File: src/rtl/pulse_timing_pkg.sv
// rtl/pulse_timing_pkg.sv - shared state type, default width and saturating increment
package pulse_timing_pkg;

  typedef enum logic [1:0] {
    IDLE = 2'd0,
    HIGH = 2'd1,
    LOW  = 2'd2
  } state_e;

  localparam int unsigned CNT_W_DEFAULT = 16;

  // Saturating increment for counters up to 32 bits wide; max_v is the counter's all-ones value.
  function automatic logic [31:0] sat_inc(input logic [31:0] v, input logic [31:0] max_v);
    return (v >= max_v) ? max_v : v + 32'd1;
  endfunction

endpackage

File: src/rtl/sync_edge_detect.sv
// rtl/sync_edge_detect.sv - pulse input synchronizer with history flop and edge strobes
module sync_edge_detect #(
  parameter int unsigned SYNC_STAGES = 2
) (
  input  logic clock,
  input  logic reset_n,
  input  logic pulse_i,
  output logic level_o,
  output logic rise_o,
  output logic fall_o
);

  logic [SYNC_STAGES-1:0] sync_q;
  logic                   hist_q;

  // Shift the raw input through the synchronizer chain and keep one cycle of history.
  always_ff @(posedge clock or negedge reset_n) begin
    if (!reset_n) begin
      sync_q <= '0;
      hist_q <= 1'b0;
    end else begin
      sync_q <= {sync_q[SYNC_STAGES-2:0], pulse_i};
      hist_q <= sync_q[SYNC_STAGES-1];
    end
  end

  assign level_o = sync_q[SYNC_STAGES-1];
  assign rise_o  = level_o & ~hist_q;
  assign fall_o  = ~level_o & hist_q;

endmodule

File: src/rtl/pulse_timing_monitor.sv
// rtl/pulse_timing_monitor.sv - measures high/low phase lengths of a pulse train, valid/ready output
module pulse_timing_monitor
  import pulse_timing_pkg::*;
#(
  parameter int unsigned CNT_W       = CNT_W_DEFAULT,
  parameter int unsigned SYNC_STAGES = 2
) (
  input  logic             clock,
  input  logic             reset_n,
  input  logic             enable,
  input  logic             pulse_in,
  output logic             meas_valid,
  input  logic             meas_ready,
  output logic [CNT_W-1:0] high_cnt,
  output logic [CNT_W-1:0] low_cnt,
  output logic             high_sat,
  output logic             low_sat,
  output logic             dropped
);

  localparam logic [31:0]      CNT_MAX  = 32'((64'd1 << CNT_W) - 64'd1);
  localparam logic [CNT_W-1:0] CNT_ONES = '1;
  localparam logic [CNT_W-1:0] CNT_ONE  = CNT_W'(1);

  logic level;
  logic rise;
  logic fall;

  sync_edge_detect #(
    .SYNC_STAGES(SYNC_STAGES)
  ) u_sync (
    .clock  (clock),
    .reset_n(reset_n),
    .pulse_i(pulse_in),
    .level_o(level),
    .rise_o (rise),
    .fall_o (fall)
  );

  state_e           state_q;
  logic [CNT_W-1:0] hc_q;
  logic [CNT_W-1:0] lc_q;
  logic             hs_q;
  logic             ls_q;

  logic [CNT_W-1:0] hc_inc;
  logic [CNT_W-1:0] lc_inc;
  logic             capture;

  assign hc_inc  = CNT_W'(sat_inc(32'(hc_q), CNT_MAX));
  assign lc_inc  = CNT_W'(sat_inc(32'(lc_q), CNT_MAX));
  // A rise seen while counting low closes one full rise-to-rise period.
  assign capture = enable & (state_q == LOW) & rise;

  // Phase tracking: counts cycles of each synchronized level; sat flags record a lost increment.
  always_ff @(posedge clock or negedge reset_n) begin
    if (!reset_n) begin
      state_q <= IDLE;
      hc_q    <= '0;
      lc_q    <= '0;
      hs_q    <= 1'b0;
      ls_q    <= 1'b0;
    end else if (!enable) begin
      state_q <= IDLE;
      hc_q    <= '0;
      lc_q    <= '0;
      hs_q    <= 1'b0;
      ls_q    <= 1'b0;
    end else begin
      case (state_q)
        IDLE: begin
          if (rise) begin
            state_q <= HIGH;
            hc_q    <= CNT_ONE;
            lc_q    <= '0;
            hs_q    <= 1'b0;
            ls_q    <= 1'b0;
          end
        end
        HIGH: begin
          if (fall) begin
            state_q <= LOW;
            lc_q    <= CNT_ONE;
            ls_q    <= 1'b0;
          end else if (level) begin
            hc_q <= hc_inc;
            if (hc_q == CNT_ONES) hs_q <= 1'b1;
          end
        end
        LOW: begin
          if (rise) begin
            state_q <= HIGH;
            hc_q    <= CNT_ONE;
            lc_q    <= '0;
            hs_q    <= 1'b0;
            ls_q    <= 1'b0;
          end else if (!level) begin
            lc_q <= lc_inc;
            if (lc_q == CNT_ONES) ls_q <= 1'b1;
          end
        end
        default: state_q <= IDLE;
      endcase
    end
  end

  logic             meas_valid_q;
  logic [CNT_W-1:0] high_cnt_q;
  logic [CNT_W-1:0] low_cnt_q;
  logic             high_sat_q;
  logic             low_sat_q;
  logic             dropped_q;

  // Output holding register: loads on capture when free or draining, otherwise flags the loss.
  always_ff @(posedge clock or negedge reset_n) begin
    if (!reset_n) begin
      meas_valid_q <= 1'b0;
      high_cnt_q   <= '0;
      low_cnt_q    <= '0;
      high_sat_q   <= 1'b0;
      low_sat_q    <= 1'b0;
      dropped_q    <= 1'b0;
    end else if (capture) begin
      if (!meas_valid_q || meas_ready) begin
        meas_valid_q <= 1'b1;
        high_cnt_q   <= hc_q;
        low_cnt_q    <= lc_q;
        high_sat_q   <= hs_q;
        low_sat_q    <= ls_q;
      end else begin
        dropped_q <= 1'b1;
      end
    end else if (meas_valid_q && meas_ready) begin
      meas_valid_q <= 1'b0;
    end
  end

  assign meas_valid = meas_valid_q;
  assign high_cnt   = high_cnt_q;
  assign low_cnt    = low_cnt_q;
  assign high_sat   = high_sat_q;
  assign low_sat    = low_sat_q;
  assign dropped    = dropped_q;

endmodule

File: config.mk
export PLATFORM = sky130hd
export DESIGN_NAME = pulse_timing_monitor
export DESIGN_NICKNAME = d
export VERILOG_FILES = /design/src/rtl/pulse_timing_pkg.sv /design/src/rtl/sync_edge_detect.sv /design/src/rtl/pulse_timing_monitor.sv
export SDC_FILE = /design/constraint.sdc
export NUM_CORES = 1
export LEC_CHECK = 0
export ABC_AREA = 0
export BUFFER_PORTS_ARGS = -buffer_cell sky130_fd_sc_hd__buf_2
export CAP_MARGIN = 20
export CORE_ASPECT_RATIO = 0.75
export CORE_UTILIZATION = 60
export DETAILED_ROUTE_END_ITERATION = 6
export GPL_TIMING_DRIVEN = 0
export PLACE_DENSITY = 0.91
export SYNTH_ARGS = -nofsm -noshare
export SYNTH_HDL_FRONTEND = slang
export SYNTH_HIERARCHICAL = 1
export SYNTH_SLANG_ARGS = --single-unit
export TNS_END_PERCENT = 10
File: constraint.sdc
create_clock -name clock -period 5.4 [get_ports clock]
set_input_delay 0.81 -clock clock [delete_from_list [all_inputs] [get_ports clock]]
set_output_delay 0.81 -clock clock [all_outputs]
set_load 0.05 [all_outputs]
==> metrics.txt <==
global-route wire length before repair 13300 um; final hold violations 0; clk sinks between 70 and 80; logic gate share of total power 0.081; die outline area approximately 6400 um^2; vias in the first global route roughly 2800; yosys synthesis warning count 6; Max rail drop VDD 0.000184 V; cts bufs inserted 9; final number of max-transition violations 0; top cell type's share of synthesized area 0.517; source-to-sink clock delay at the later pin of the worst-skew pair 0.35 ns; wire length per cell 16.8 um; pin count of the biggest net entering global routing 76; setup repair after global routing missed its margin no; internal power contribution 817 uW; via-per-instance ratio 6.32; maximum count of clock buffers along a single path 2; Final GP Congestion 0.899; pin slew with the least headroom to its limit 0.898 ns; hold slack final 0.350 ns; cell taking the most area after synthesis sky130_fd_sc_hd__dfrtp_1; final critical-path setup slack approximately 3 ns; arrival time of data at the critical path endpoint about 2.8 ns; critical path type flop to flop; Psw 271 uW; violations in the final reports DRC; Residual DRC 1; y dimension of the die between 60 and 70 um; kind of launch point of the worst setup path flop; number of vias after detailed routing roughly 3000; share of total power in the clock network 0.388; Post-CTS Resized 0; ratio of cells with drive above 1 in the final layout 0.254; first drt pass iteration count 7; critical path peak fanout 10; Detailed Place HPWL 5590 um; H-tree levels 3; path category of the worst min-delay check flop to flop; count of flip-flops with a built-in enable after synthesis 0; relative max-transition margin 0.401; post-route clock period utilization 0.459; top_reg_cell synth sky130_fd_sc_hd__dfrtp_1; Max Clk Rate 403 MHz; cell types occupying the most area after synthesis sky130_fd_sc_hd__dfrtp_1, sky130_fd_sc_hd__mux2_2, sky130_fd_sc_hd__nand2_1, sky130_fd_sc_hd__a21oi_1, sky130_fd_sc_hd__nand3_1; total non-filler cell area in the finished layout 4120 um^2; number of synthesized register bits 75; share of synthesized area occupied by flip-flops and latches 0.517; Static Leak about 0.002 uW; Setup violations, final 0; total routed wirelength about 8000 um; proportion of synthesized flip-flops having asynchronous set or reset 1.00; number of distinct library cells after synthesis 50; final worst clock skew between 0.006 and 0.007 ns; iteration-0 DRC count of the detailed router around 310; number of antenna violations at the first check in global routing 0; final critical delay including setup and external delays between 2 and 2.5 ns; Synth Instances approximately 340; Setup Total Neg Slack 0 ns; hold bufs inserted after CTS 0; required time reported for the critical path endpoint between 5 and 6 ns; crit end category flop; CTS clk-pin slew, worst paths ~0.07 ns; starting density of the core 0.623; setup repair bufs after CTS 0; number of buffers inserted by port buffering 40; number of nets in the synthesized netlist approximately 350; clock root buffer sky130_fd_sc_hd__clkbuf_8; area of the core 5830 um^2; total grt overflow 0; placed cell area 3930 um^2; Net count, final between 400 and 500; pwr/cell area ~260 nW/um^2; Switching Fraction 0.249; max-capacitance violation count 0; Ant. Diodes 0; area of the mapped netlist roughly 3600 um^2; result of the run finished, violations left; count of pins on the block boundary 41; overall routing resource usage 0.272; post-placement worst setup slack slightly below 3 ns; Final ANT Viol Nets 0; CTS tree yes; site row count 24; Die Width between 90 and 100 um; mean area per synthesized cell roughly 11 um^2; Reg power frac 0.530; area growth from synthesis to layout 13.6%
==> power groups by stage <==
stage               clock (uW)  combinational, uW  sequential (uW)
floorplan                    0               50.4              594
global placement             0               82.9              587
detailed placement           0               87.8              588
CTS                        429               88.1              577
global route               452               97.3              578
finish                     422               88.2              577
==> metrics by stage <==
stage	utilization	total power (uW)	cells
global route	0.707	1130	475
CTS	0.707	1090	475
detailed placement	0.674	675	460
floorplan	-	644	342
global placement	0.674	670	460
finish	0.707	1090	475
==> sequential cells by signal, summed over array words and instances, names as in the netlist <==
| name | flops |
|---|---|
| dropped | 1 |
| hc_q | 16 |
| high_cnt | 16 |
| high_sat | 1 |
| hs_q | 1 |
| lc_q | 16 |
| low_cnt | 16 |
| low_sat | 1 |
| ls_q | 1 |
| meas_valid | 1 |
| state_q | 2 |
| u_sync/hist_q | 1 |
| u_sync/sync_q | 2 |
==> critical path, cell delays in order, from the launching register on <==
cell                       delay (ns)
sky130_fd_sc_hd__dfrtp_1         0.41
sky130_fd_sc_hd__inv_1           0.13
sky130_fd_sc_hd__ha_1            0.29
sky130_fd_sc_hd__nand2_1         0.12
sky130_fd_sc_hd__nor4_1          0.63
sky130_fd_sc_hd__clkbuf_1        0.47
sky130_fd_sc_hd__a41oi_1         0.20
sky130_fd_sc_hd__a21oi_1         0.16
==> final cells by class <==
cell class | count | area [um^2]
flip-flops and latches | 75 | 1880
fillers | 433 | 1710
multi-input cells | 246 | 1660
repair buffers | 40 | 203
clock buffers | 10 | 138
well taps | 78 | 97.6
plain buffers | 11 | 56.3
clock inverters | 5 | 53.8
inverters | 10 | 37.5
==> Yosys cell counts, drive strengths merged, types with 2 or more instances <==
| library cell | n |
|---|---|
| buf | 8 |
| a21oi | 19 |
| ha | 6 |
| a22o | 8 |
| nand3 | 18 |
| nand2b | 4 |
| a2bb2oi | 2 |
| or4 | 2 |
| nand2 | 32 |
| o21ai | 32 |
| o22ai | 4 |
| a41oi | 2 |
| o31ai | 2 |
| nor2 | 23 |
| clkbuf | 3 |
| o21a | 3 |
| and4 | 3 |
| a21o | 2 |
| inv | 9 |
| mux2 | 34 |
| a31oi | 5 |
| nor4 | 2 |
| dfrtp | 75 |
| nor2b | 3 |
| o2bb2ai | 7 |
| nand4 | 4 |
| nor3 | 9 |
| a31o | 2 |
| and3 | 7 |
==> kinds of logic after synthesis <==
kind of cell | Yosys count | synth area share
simple gates | 112 | 0.162
mux | 35 | 0.108
fa+ha+maj | 6 | 0.0207
flops | 75 | 0.517
buf+inv | 21 | 0.0259
compound gates | 93 | 0.166
==> layout by cell type, fill, tap and decap left out, types with 4 or more instances in the layout <==
master,synthesis,final
sky130_fd_sc_hd__dfrtp_1,75,75
sky130_fd_sc_hd__buf_2,6,45
sky130_fd_sc_hd__nand2_1,32,32
sky130_fd_sc_hd__mux2_2,30,30
sky130_fd_sc_hd__nor2_1,22,22
sky130_fd_sc_hd__nand3_1,18,18
sky130_fd_sc_hd__a21oi_1,18,18
sky130_fd_sc_hd__o21ai_0,17,17
sky130_fd_sc_hd__o21ai_1,13,13
sky130_fd_sc_hd__clkbuf_8,0,10
sky130_fd_sc_hd__inv_1,9,9
sky130_fd_sc_hd__nor3_1,9,9
sky130_fd_sc_hd__a22o_1,8,8
sky130_fd_sc_hd__and3_1,7,7
sky130_fd_sc_hd__o2bb2ai_1,7,7
sky130_fd_sc_hd__ha_1,6,6
sky130_fd_sc_hd__a31oi_1,5,5
sky130_fd_sc_hd__nand2b_1,4,4
sky130_fd_sc_hd__o22ai_1,4,4
sky130_fd_sc_hd__mux2_1,4,4
==> worst paths after layout <==
check / slack (ns) / endpoint / start / cells past startpoint
setup / recovery: 2.92 / hc_q[15] / state_q[1] / 7
hold / removal: 0.35 / u_sync/sync_q[1] / u_sync/sync_q[0] / 0
setup reg to reg: 2.92 / hc_q[15] / state_q[1] / 7
hold reg to reg: 0.35 / u_sync/sync_q[1] / u_sync/sync_q[0] / 0
max in group asynchronous: 4.23 / high_cnt[10] / reset_n / 1
min in group asynchronous: 0.58 / lc_q[11] / reset_n / 1
==> layer usage <==
| metal | up-vias | track usage | share of wire |
|---|---|---|---|
| met5 | - | 0 | 0 |
| met4 | 0 | 0.106 | 0.015 |
| met3 | 16 | 0.0691 | 0.076 |
| met2 | 161 | 0.398 | 0.47 |
| met1 | 1453 | 0.393 | 0.44 |
| li1 | 1371 | - | - |
(Power assumes the default switching activity.)
